<file path="src/rtl/mem_stage_bus.sv">
`default_nettype none
// ============================================================================
// Module   : mem_stage_bus
// Purpose  : MEM pipeline stage doing loads/stores over a req/ack bus with
//            wait states, lane steering, alignment traps and bus timeout.
//            Optional LL/SC link bit enabled by defining MEM_LLSC_EN.
// Revision : 1.0 - initial release
// ============================================================================
module mem_stage_bus #(
    parameter int ADDR_W      = 32,
    parameter int TIMEOUT_CYC = 255,
    parameter bit BIG_ENDIAN  = 1'b1
) (
    input  logic              clk,
    input  logic              rst,
    input  logic [4:0]        wd_i,
    input  logic              wreg_i,
    input  logic [31:0]       wdata_i,
    input  logic [3:0]        mem_op_i,
    input  logic [31:0]       mem_addr_i,
    input  logic [31:0]       reg2_i,
    input  logic              llbit_clr_i,
    output logic [4:0]        wd_o,
    output logic              wreg_o,
    output logic [31:0]       wdata_o,
    output logic              stallreq_o,
    output logic              adel_o,
    output logic              ades_o,
    output logic              bus_err_o,
    output logic              bus_req_o,
    output logic              bus_we_o,
    output logic [ADDR_W-1:0] bus_addr_o,
    output logic [3:0]        bus_sel_o,
    output logic [31:0]       bus_wdata_o,
    input  logic              bus_ack_i,
    input  logic [31:0]       bus_rdata_i
);

    localparam logic [3:0]  c_op_lb   = 4'd1;
    localparam logic [3:0]  c_op_lbu  = 4'd2;
    localparam logic [3:0]  c_op_lh   = 4'd3;
    localparam logic [3:0]  c_op_lhu  = 4'd4;
    localparam logic [3:0]  c_op_lw   = 4'd5;
    localparam logic [3:0]  c_op_sb   = 4'd6;
    localparam logic [3:0]  c_op_sh   = 4'd7;
    localparam logic [3:0]  c_op_sw   = 4'd8;
    localparam logic [3:0]  c_op_ll   = 4'd9;
    localparam logic [3:0]  c_op_sc   = 4'd10;

    localparam logic [1:0]  c_st_idle = 2'd0;
    localparam logic [1:0]  c_st_busy = 2'd1;
    localparam logic [1:0]  c_st_done = 2'd2;

    localparam logic [15:0] c_tmo_last = 16'(TIMEOUT_CYC - 1);

    logic [1:0]        r_state;
    logic [15:0]       r_cnt;
    logic [3:0]        r_op;
    logic [1:0]        r_lane;
    logic              r_wb;
    logic              r_err;
    logic [31:0]       r_result;
    logic              r_req;
    logic              r_we;
    logic [ADDR_W-1:0] r_addr;
    logic [3:0]        r_sel;
    logic [31:0]       r_wdata;

    logic        w_sz_b, w_sz_h, w_sz_w, w_load, w_store;
    logic        w_mis, w_go, w_sc_fail, w_unused;
    logic [1:0]  w_lane;
    logic [3:0]  w_sel;
    logic [31:0] w_bwd, w_ext;
    logic [7:0]  w_byte_rd;
    logic [15:0] w_half_rd;

    always_comb begin
        w_sz_b  = 1'b0;
        w_sz_h  = 1'b0;
        w_sz_w  = 1'b0;
        w_load  = 1'b0;
        w_store = 1'b0;
        case (mem_op_i)
            c_op_lb, c_op_lbu: begin w_sz_b = 1'b1; w_load  = 1'b1; end
            c_op_lh, c_op_lhu: begin w_sz_h = 1'b1; w_load  = 1'b1; end
            c_op_lw, c_op_ll:  begin w_sz_w = 1'b1; w_load  = 1'b1; end
            c_op_sb:           begin w_sz_b = 1'b1; w_store = 1'b1; end
            c_op_sh:           begin w_sz_h = 1'b1; w_store = 1'b1; end
            c_op_sw, c_op_sc:  begin w_sz_w = 1'b1; w_store = 1'b1; end
            default: ;
        endcase
    end

    assign w_mis  = (w_sz_h & mem_addr_i[0]) | (w_sz_w & (|mem_addr_i[1:0]));
    assign w_go   = (w_load | w_store) & ~w_mis & ~w_sc_fail;
    // Bus lane holding the addressed byte; big-endian maps offset 0 to lane 3.
    assign w_lane = BIG_ENDIAN ? ~mem_addr_i[1:0] : mem_addr_i[1:0];
    assign w_sel  = w_sz_b ? (4'b0001 << w_lane) :
                    w_sz_h ? (w_lane[1] ? 4'b1100 : 4'b0011) : 4'hF;
    assign w_bwd  = !w_store ? 32'd0 :
                    w_sz_b   ? {4{reg2_i[7:0]}} :
                    w_sz_h   ? {2{reg2_i[15:0]}} : reg2_i;

    always_comb begin
        w_byte_rd = bus_rdata_i[7:0];
        case (r_lane)
            2'd1:    w_byte_rd = bus_rdata_i[15:8];
            2'd2:    w_byte_rd = bus_rdata_i[23:16];
            2'd3:    w_byte_rd = bus_rdata_i[31:24];
            default: ;
        endcase
        w_half_rd = r_lane[1] ? bus_rdata_i[31:16] : bus_rdata_i[15:0];
        case (r_op)
            c_op_lb:  w_ext = {{24{w_byte_rd[7]}}, w_byte_rd};
            c_op_lbu: w_ext = {24'd0, w_byte_rd};
            c_op_lh:  w_ext = {{16{w_half_rd[15]}}, w_half_rd};
            c_op_lhu: w_ext = {16'd0, w_half_rd};
            c_op_sc:  w_ext = 32'd1;
            default:  w_ext = bus_rdata_i;
        endcase
    end

    always_comb begin
        wd_o       = 5'd0;
        wreg_o     = 1'b0;
        wdata_o    = 32'd0;
        stallreq_o = 1'b0;
        adel_o     = 1'b0;
        ades_o     = 1'b0;
        if (!rst) begin
            wd_o = wd_i;
            case (r_state)
                c_st_idle: begin
                    if (w_mis) begin
                        adel_o = w_load;
                        ades_o = w_store;
                    end else if (w_go) begin
                        stallreq_o = 1'b1;
                    end else if (w_sc_fail) begin
                        wreg_o = wreg_i;
                    end else begin
                        wreg_o  = wreg_i;
                        wdata_o = wdata_i;
                    end
                end
                c_st_busy: stallreq_o = 1'b1;
                default: begin
                    wreg_o  = wreg_i & r_wb & ~r_err;
                    wdata_o = r_result;
                end
            endcase
        end
    end

    always_ff @(posedge clk) begin
        if (rst) begin
            r_state  <= c_st_idle;
            r_cnt    <= 16'd0;
            r_op     <= 4'd0;
            r_lane   <= 2'd0;
            r_wb     <= 1'b0;
            r_err    <= 1'b0;
            r_result <= 32'd0;
            r_req    <= 1'b0;
            r_we     <= 1'b0;
            r_addr   <= '0;
            r_sel    <= 4'd0;
            r_wdata  <= 32'd0;
        end else begin
            r_err <= 1'b0;
            case (r_state)
                c_st_idle: begin
                    if (w_go) begin
                        r_req   <= 1'b1;
                        r_we    <= w_store;
                        r_addr  <= {mem_addr_i[ADDR_W-1:2], 2'b00};
                        r_sel   <= w_sel;
                        r_wdata <= w_bwd;
                        r_op    <= mem_op_i;
                        r_lane  <= w_lane;
                        r_wb    <= w_load | (mem_op_i == c_op_sc);
                        r_cnt   <= 16'd0;
                        r_state <= c_st_busy;
                    end
                end
                c_st_busy: begin
                    r_cnt <= r_cnt + 16'd1;
                    if (bus_ack_i && r_req) begin
                        r_result <= w_ext;
                        r_req    <= 1'b0;
                        r_state  <= c_st_done;
                    end else if (r_cnt == c_tmo_last) begin
                        r_req    <= 1'b0;
                        r_err    <= 1'b1;
                        r_state  <= c_st_done;
                    end
                end
                default: r_state <= c_st_idle;
            endcase
        end
    end

`ifdef MEM_LLSC_EN
    logic r_llbit;

    assign w_sc_fail = (mem_op_i == c_op_sc) & ~r_llbit;
    assign w_unused  = &{1'b0, mem_addr_i};

    // Clear request beats an LL completing in the same cycle.
    always_ff @(posedge clk) begin
        if (rst)
            r_llbit <= 1'b0;
        else if (llbit_clr_i)
            r_llbit <= 1'b0;
        else if (r_state == c_st_done && r_op == c_op_ll && !r_err)
            r_llbit <= 1'b1;
        else if (r_state == c_st_done && r_op == c_op_sc)
            r_llbit <= 1'b0;
    end
`else
    assign w_sc_fail = 1'b0;
    assign w_unused  = &{1'b0, llbit_clr_i, mem_addr_i};
`endif

    assign bus_err_o   = r_err;
    assign bus_req_o   = r_req;
    assign bus_we_o    = r_we;
    assign bus_addr_o  = r_addr;
    assign bus_sel_o   = r_sel;
    assign bus_wdata_o = r_wdata;

endmodule
`default_nettype wire

</file>
<file path="config.mk">
export PLATFORM = sky130hd
export DESIGN_NAME = mem_stage_bus
export DESIGN_NICKNAME = d
export VERILOG_FILES = /design/src/rtl/mem_stage_bus.sv
export SDC_FILE = /design/constraint.sdc
export NUM_CORES = 1
export LEC_CHECK = 0
export BUFFER_PORTS_ARGS = -buffer_cell sky130_fd_sc_hd__buf_2
export CAP_MARGIN = 30
export CORE_MARGIN = 2
export CORE_UTILIZATION = 44
export DETAILED_ROUTE_END_ITERATION = 7
export GPL_TIMING_DRIVEN = 0
export HOLD_SLACK_MARGIN = 0.03
export PLACE_DENSITY = 0.77
export SETUP_SLACK_MARGIN = 0.15
export SKIP_LAST_GASP = 1
export SLEW_MARGIN = 20
export SYNTH_ARGS = -nofsm -noshare
export SYNTH_HDL_FRONTEND = slang
export SYNTH_SLANG_ARGS = --single-unit
export TNS_END_PERCENT = 30
</file>
<file path="constraint.sdc">
create_clock -name clk -period 1.8 [get_ports clk]
set_input_delay 0 -clock clk [delete_from_list [all_inputs] [get_ports clk]]
set_output_delay 0 -clock clk [all_outputs]
set_load 0.01 [all_outputs]
</file>
Word level (Yosys, flattened, before mapping)
Index checks and enable logic that the tools add are counted. W data, S select, Z words.

Input port bits: 142. Register bits: 126. Word-level logic and storage cells: 107.

Bitwise operators: 12. Equality and inequality tests: 22. Reduce and logical (&&, ||, !) cells: 15. Shifts and indexed selects: 1. Add/subtract/negate cells: 1. Mux-type cells: 44.

Operator list (count): $mux W32 (6); $pmux W32 S5 (1); $pmux W32 S2 (1); $mux W16 (2); $pmux W16 S2 (1); $pmux W8 S3 (1); $mux W1 (21); $eq A4 B3 Y1 const B (5); $add A16 B1 Y16 const B (1); $eq A16 B8 Y1 const B (1); $eq A4 B2 Y1 const B (4); $eq A4 B4 Y1 const B (4); $mux W4 (3); $reduce_or A3 Y1 (3); $eq A4 B1 Y1 const B (2); $reduce_and A2 Y1 (4); $reduce_or A4 Y1 (2); $mux W2 (3); $pmux W1 S2 (3); $reduce_or A6 Y1 (1); $and A1 B1 Y1 (5); $mux W5 (1); $eq A2 B1 Y1 const B (2); $eq A2 B2 Y1 const B (2); 12 further kinds (16).

Longest topological paths before layout
Depth after elaboration: 11. Depth in mapped cells: 10. Mapped depth without buffers: 6.

Least setup slack after synthesis
No wires, ideal clock.

Path kind: reg2reg. Start: register r_op[1]. End: register r_result[7]. Cell stages (with the launch flop): 7. Setup slack: -16 ps. Buffers on the path: 2. Library setup time: 117 ps. Data required time: 1683 ps. Clock period less this slack: 1816 ps. Arrival time: 1698 ps. Cell sequence: dfxtp_1 -> buf_2 -> nor4b_1 -> a31oi_1 -> clkbuf_1 -> o32a_1 -> a32o_1.

Word-level cells in the longest chain between the ends: 2. Elaborated cells between the ends (all ways): 6. Those cells by class: eq/ne: 5; mux: 1.

Ends and longest elaborated chain: start: declaration (line 58) `logic [3:0] r_op;`; start signal: assignment (line 179) `r_op <= mem_op_i;`; $eq A4 B4 Y1 (tied with other cells) (line 113) `case (r_op)`; $pmux W32 S5 (*) (line 113); end signal: assignment (line 189) `r_result <= w_ext;`; end: declaration (line 62) `logic [31:0] r_result;`.

Mark *: on every way between the ends. The rest lies on a longest branch, timed or not. A chain may end at the register's enable or synchronous reset.

Worst setup path in the final report
Start: register r_op[2]. End: register r_result[5].

Same word-level chain as after synthesis.

==> summary.txt <==
Floorplan
  • Die area: between 0.015 and 0.02 mm²
  • Die width: between 100 and 150 µm
  • Die Ht: ~120 µm
  • Rows: between 40 and 50
  • Initial core utilization: 45.4%
  • Top Ports: between 200 and 300
  • Core Box Area: about 0.014 mm²

GRT
  • Initial antenna violation count: 0
  • Total congestion overflow: 0
  • Total GRT Usage: 32.1%
  • Largest net degree at the start of global routing: 17
  • Vias in the first global route: between 7000 and 8000
  • Global-route wire length before repair: ~38000 µm

Drt
  • Vias: ~7900
  • Routed Antenna Nets: 0
  • Via/cell ratio: 5.94
  • WL/cell: 19.5 µm
  • Initial DRC Count: just over 800
  • DRC Markers: 0
  • Detailed Route WL: about 26000 µm
  • DRT Pass-1 Iters: 5

Layout
  • Final Util: between 70% and 80%
  • Nets: 1280
  • Area growth, synth to finish: 58.3%
  • Multi-input logic area: between 0.003 and 0.004 mm²
  • Register area: 0.00254 mm²
  • Layout cells sized above 1: a little under two fifths
  • Filler Cell Count: about 1000

Power and ir drop
  • Leak: about 4.3 nW
  • Max IR drop VDD: 569 µV
  • Power per cell area: 841 mW/mm²
  • Tot Pwr: between 8 and 9 mW
  • P_int: between 5 and 6 mW
  • Switching share of power: 30.3%
  • Clock Power Share: 40.8%
  • Logic pwr share: a little under a quarter
  • Net load switching power: 2.55 mW
  • Flop pwr share: between 30 and 40%

Critical path
  • Required @ worst endpoint: 2070 ps
  • Startpoint Class: register
  • WP data arrival: approximately 2400 ps
  • CP max FO: 10
  • CP Capture Type: register
  • Worst setup path class: reg -> reg

Run status
  • Status: finished with violations
  • Failing checks: setup timing

Clock network
  • CTS root buf: clkbuf_16
  • CTS tree: built
  • Clk Latency, worst-skew pair: between 400 and 500 ps
  • H-tree depth: 4
  • Clock-pin slew on the worst setup and hold paths: approximately 60 ps
  • Clock Path Buffers: 2
  • CTS sink cnt: between 100 and 150
  • Total CTS buffers: 17

Timing
  • Setup Viol. Count Final: 27
  • Period utilisation layout: 120%
  • Final min period: about 2200 ps
  • Endpoints failing hold: 0
  • Max-slew headroom: a little under two fifths
  • FMAX: 461 MHz
  • Layout Skew: 8.35 ps
  • Final WS setup: -367 ps
  • RSZ-0062 raised after global routing: true
  • Final-report max-slew violation count: 0
  • Worst-Margin Slew: 946 ps
  • Fin Setup TNS: -882 ps

Synthesis
  • EDFF count, synth: 0
  • Synthesis Warnings: 0
  • Synth cell types: between 60 and 70
  • FFs w/ async S/R, synth: 0%
  • Yosys reg bits: 126
  • Sequential area share after synthesis: around two fifths
  • Syn Area/Cell: 8.46 µm²
  • Post-synth top flop: dfxtp_1
  • Mapped Cells: around 750
  • Cell Area, Synth: about 0.0063 mm²

Place
  • Routability cong.: slightly below 0.9
  • HPWL after DPL: 15500 µm
  • Placement Setup Slack: -712 ps
  • IO buf count: 248

Run
  • Maximum capacitance violations: 0

Hold path
  • Hold Path Class: in -> reg
-- per-layer routing --
layer | routed length (µm) | GRT usage [%]
met5 | 0 | 0
met4 | 1200 | 16.4
met3 | 2450 | 8.24
met2 | 12600 | 55.0
met1 | 9720 | 36.8
-- cell usage in the layout (no fill, tap or decap), types with 12 or more instances in the layout --
cell type	instances
dlygate4sd3_1	96
nor2_1	50
nor2b_1	13
nor3_1	32
o2bb2ai_1	16
o21ai_0	60
dfxtp_1	114
clkbuf_1	23
a22o_1	48
nand2_1	30
mux2i_1	28
a211oi_1	12
buf_4	27
a21oi_1	68
clkbuf_16	18
nand3_1	46
buf_2	259
-- synth_stat cells, types with 3 or more instances --
library cell	instances	area share, %
o2bb2ai_1	16	2.2
a31oi_1	6	0.59
nand3_1	47	3.7
o221ai_1	9	1.2
nand2_1	33	2.0
xor2_1	4	0.55
nor3b_1	3	0.36
o221a_2	3	0.53
mux2_2	4	0.71
mux4_2	5	1.8
nor2_1	56	3.3
o21ai_0	62	4.9
a21oi_1	79	6.3
nand2b_1	4	0.40
o22ai_1	11	1.1
nor3_1	34	2.7
buf_4	5	0.59
mux2i_1	28	4.4
inv_1	9	0.53
and2_1	7	0.69
dfxtp_1	126	40
clkbuf_1	45	2.7
buf_6	4	0.71
a22o_1	49	6.8
nor4_1	3	0.30
o21a_1	4	0.48
nor2b_1	13	1.3
a211oi_1	13	1.5
nand4_1	7	0.69
buf_2	15	1.2
-- stage by stage --
stage | cell area, µm² | hold slack, ps | instances
final | 10000 | 57.8 | 1330
after global routing | 10000 | 96.9 | 1329
after CTS | 9760 | 43.0 | 1321
after detailed placement | 7820 | 261 | 1177
after global placement | 7810 | 255 | 1176
after floorplan | 6340 | 96.8 | 748
-- worst paths after layout --
check	endpoint	slack, ps	cells past startpoint	startpoint
min	r_result[7]	60	4	bus_rdata_i[7]
max reg2reg	r_result[5]	-370	6	r_op[2]
max	r_result[5]	-370	6	r_op[2]
min reg2reg	r_result[13]	450	2	r_result[13]
-- state kept, by name (all words and copies together) (netlist names) --
| name | count |
|---|---|
| bus_wdata_o | 32 |
| r_result | 32 |
| bus_addr_o | 30 |
| r_cnt | 16 |
| bus_sel_o | 4 |
| r_op | 4 |
| r_lane | 2 |
| r_state | 2 |
| bus_err_o | 1 |
| bus_req_o | 1 |
| bus_we_o | 1 |
| r_wb | 1 |
-- kinds of logic after synthesis --
| group | synth area share (%) |
|---|---|
| adders and majority gates | 0.396 |
| other | 0.0593 |
| DFF | 39.9 |
| AOI/OAI and AO/OA | 29.0 |
| muxes | 6.93 |
| and+or+nand+nor | 17.4 |
| xor gates and xnor gates | 0.554 |
| buffers and inverters | 5.76 |
-- power groups by stage --
stage | clock network, mW | registers (mW) | logic (mW)
2_1_floorplan | 0 | 3.09 | 0.863
3_3_place_gp | 0 | 3.06 | 1.47
3_5_place_dp | 0 | 3.06 | 1.48
4_1_cts | 3.43 | 3.01 | 1.80
5_1_grt | 3.56 | 3.03 | 2.11
6_report | 3.44 | 3.01 | 1.97
-- area by class of cell --
| type | count | area share [%] |
|---|---|---|
| Clock buffer | 19 | 4.43 |
| Buffer | 70 | 4.58 |
| Timing Repair Buffer | 368 | 24.2 |
| Multi-Input combinational cell | 544 | 37.3 |
| Inverter | 9 | 0.413 |
| Tap cell | 180 | 2.25 |
| Clock inverter | 13 | 1.40 |
| Sequential cell | 126 | 25.4 |
| Antenna cell | 1 | 0.0250 |
-- critical path, cell delays in order, from the launching register on --
cell and delay, ps:
dfxtp_2 390, nor2_1 80, buf_2 210, a211o_4 410
buf_4 210, o21ai_0 510, o21ai_0 200
-- repair_timing --
| item | in CTS | in global routing |
|---|---|---|
| setup endpoints to repair | 154 | 143 |
| resized for setup | 84 | 58 |
| hold endpoints to repair | 96 | 0 |
| cloned | 3 | 2 |
| buffers inserted | 13 | 6 |
| hold buffers | 96 | 0 |
| pin swaps | 31 | 17 |
Note: power is estimated with default switching activity, not from simulation.
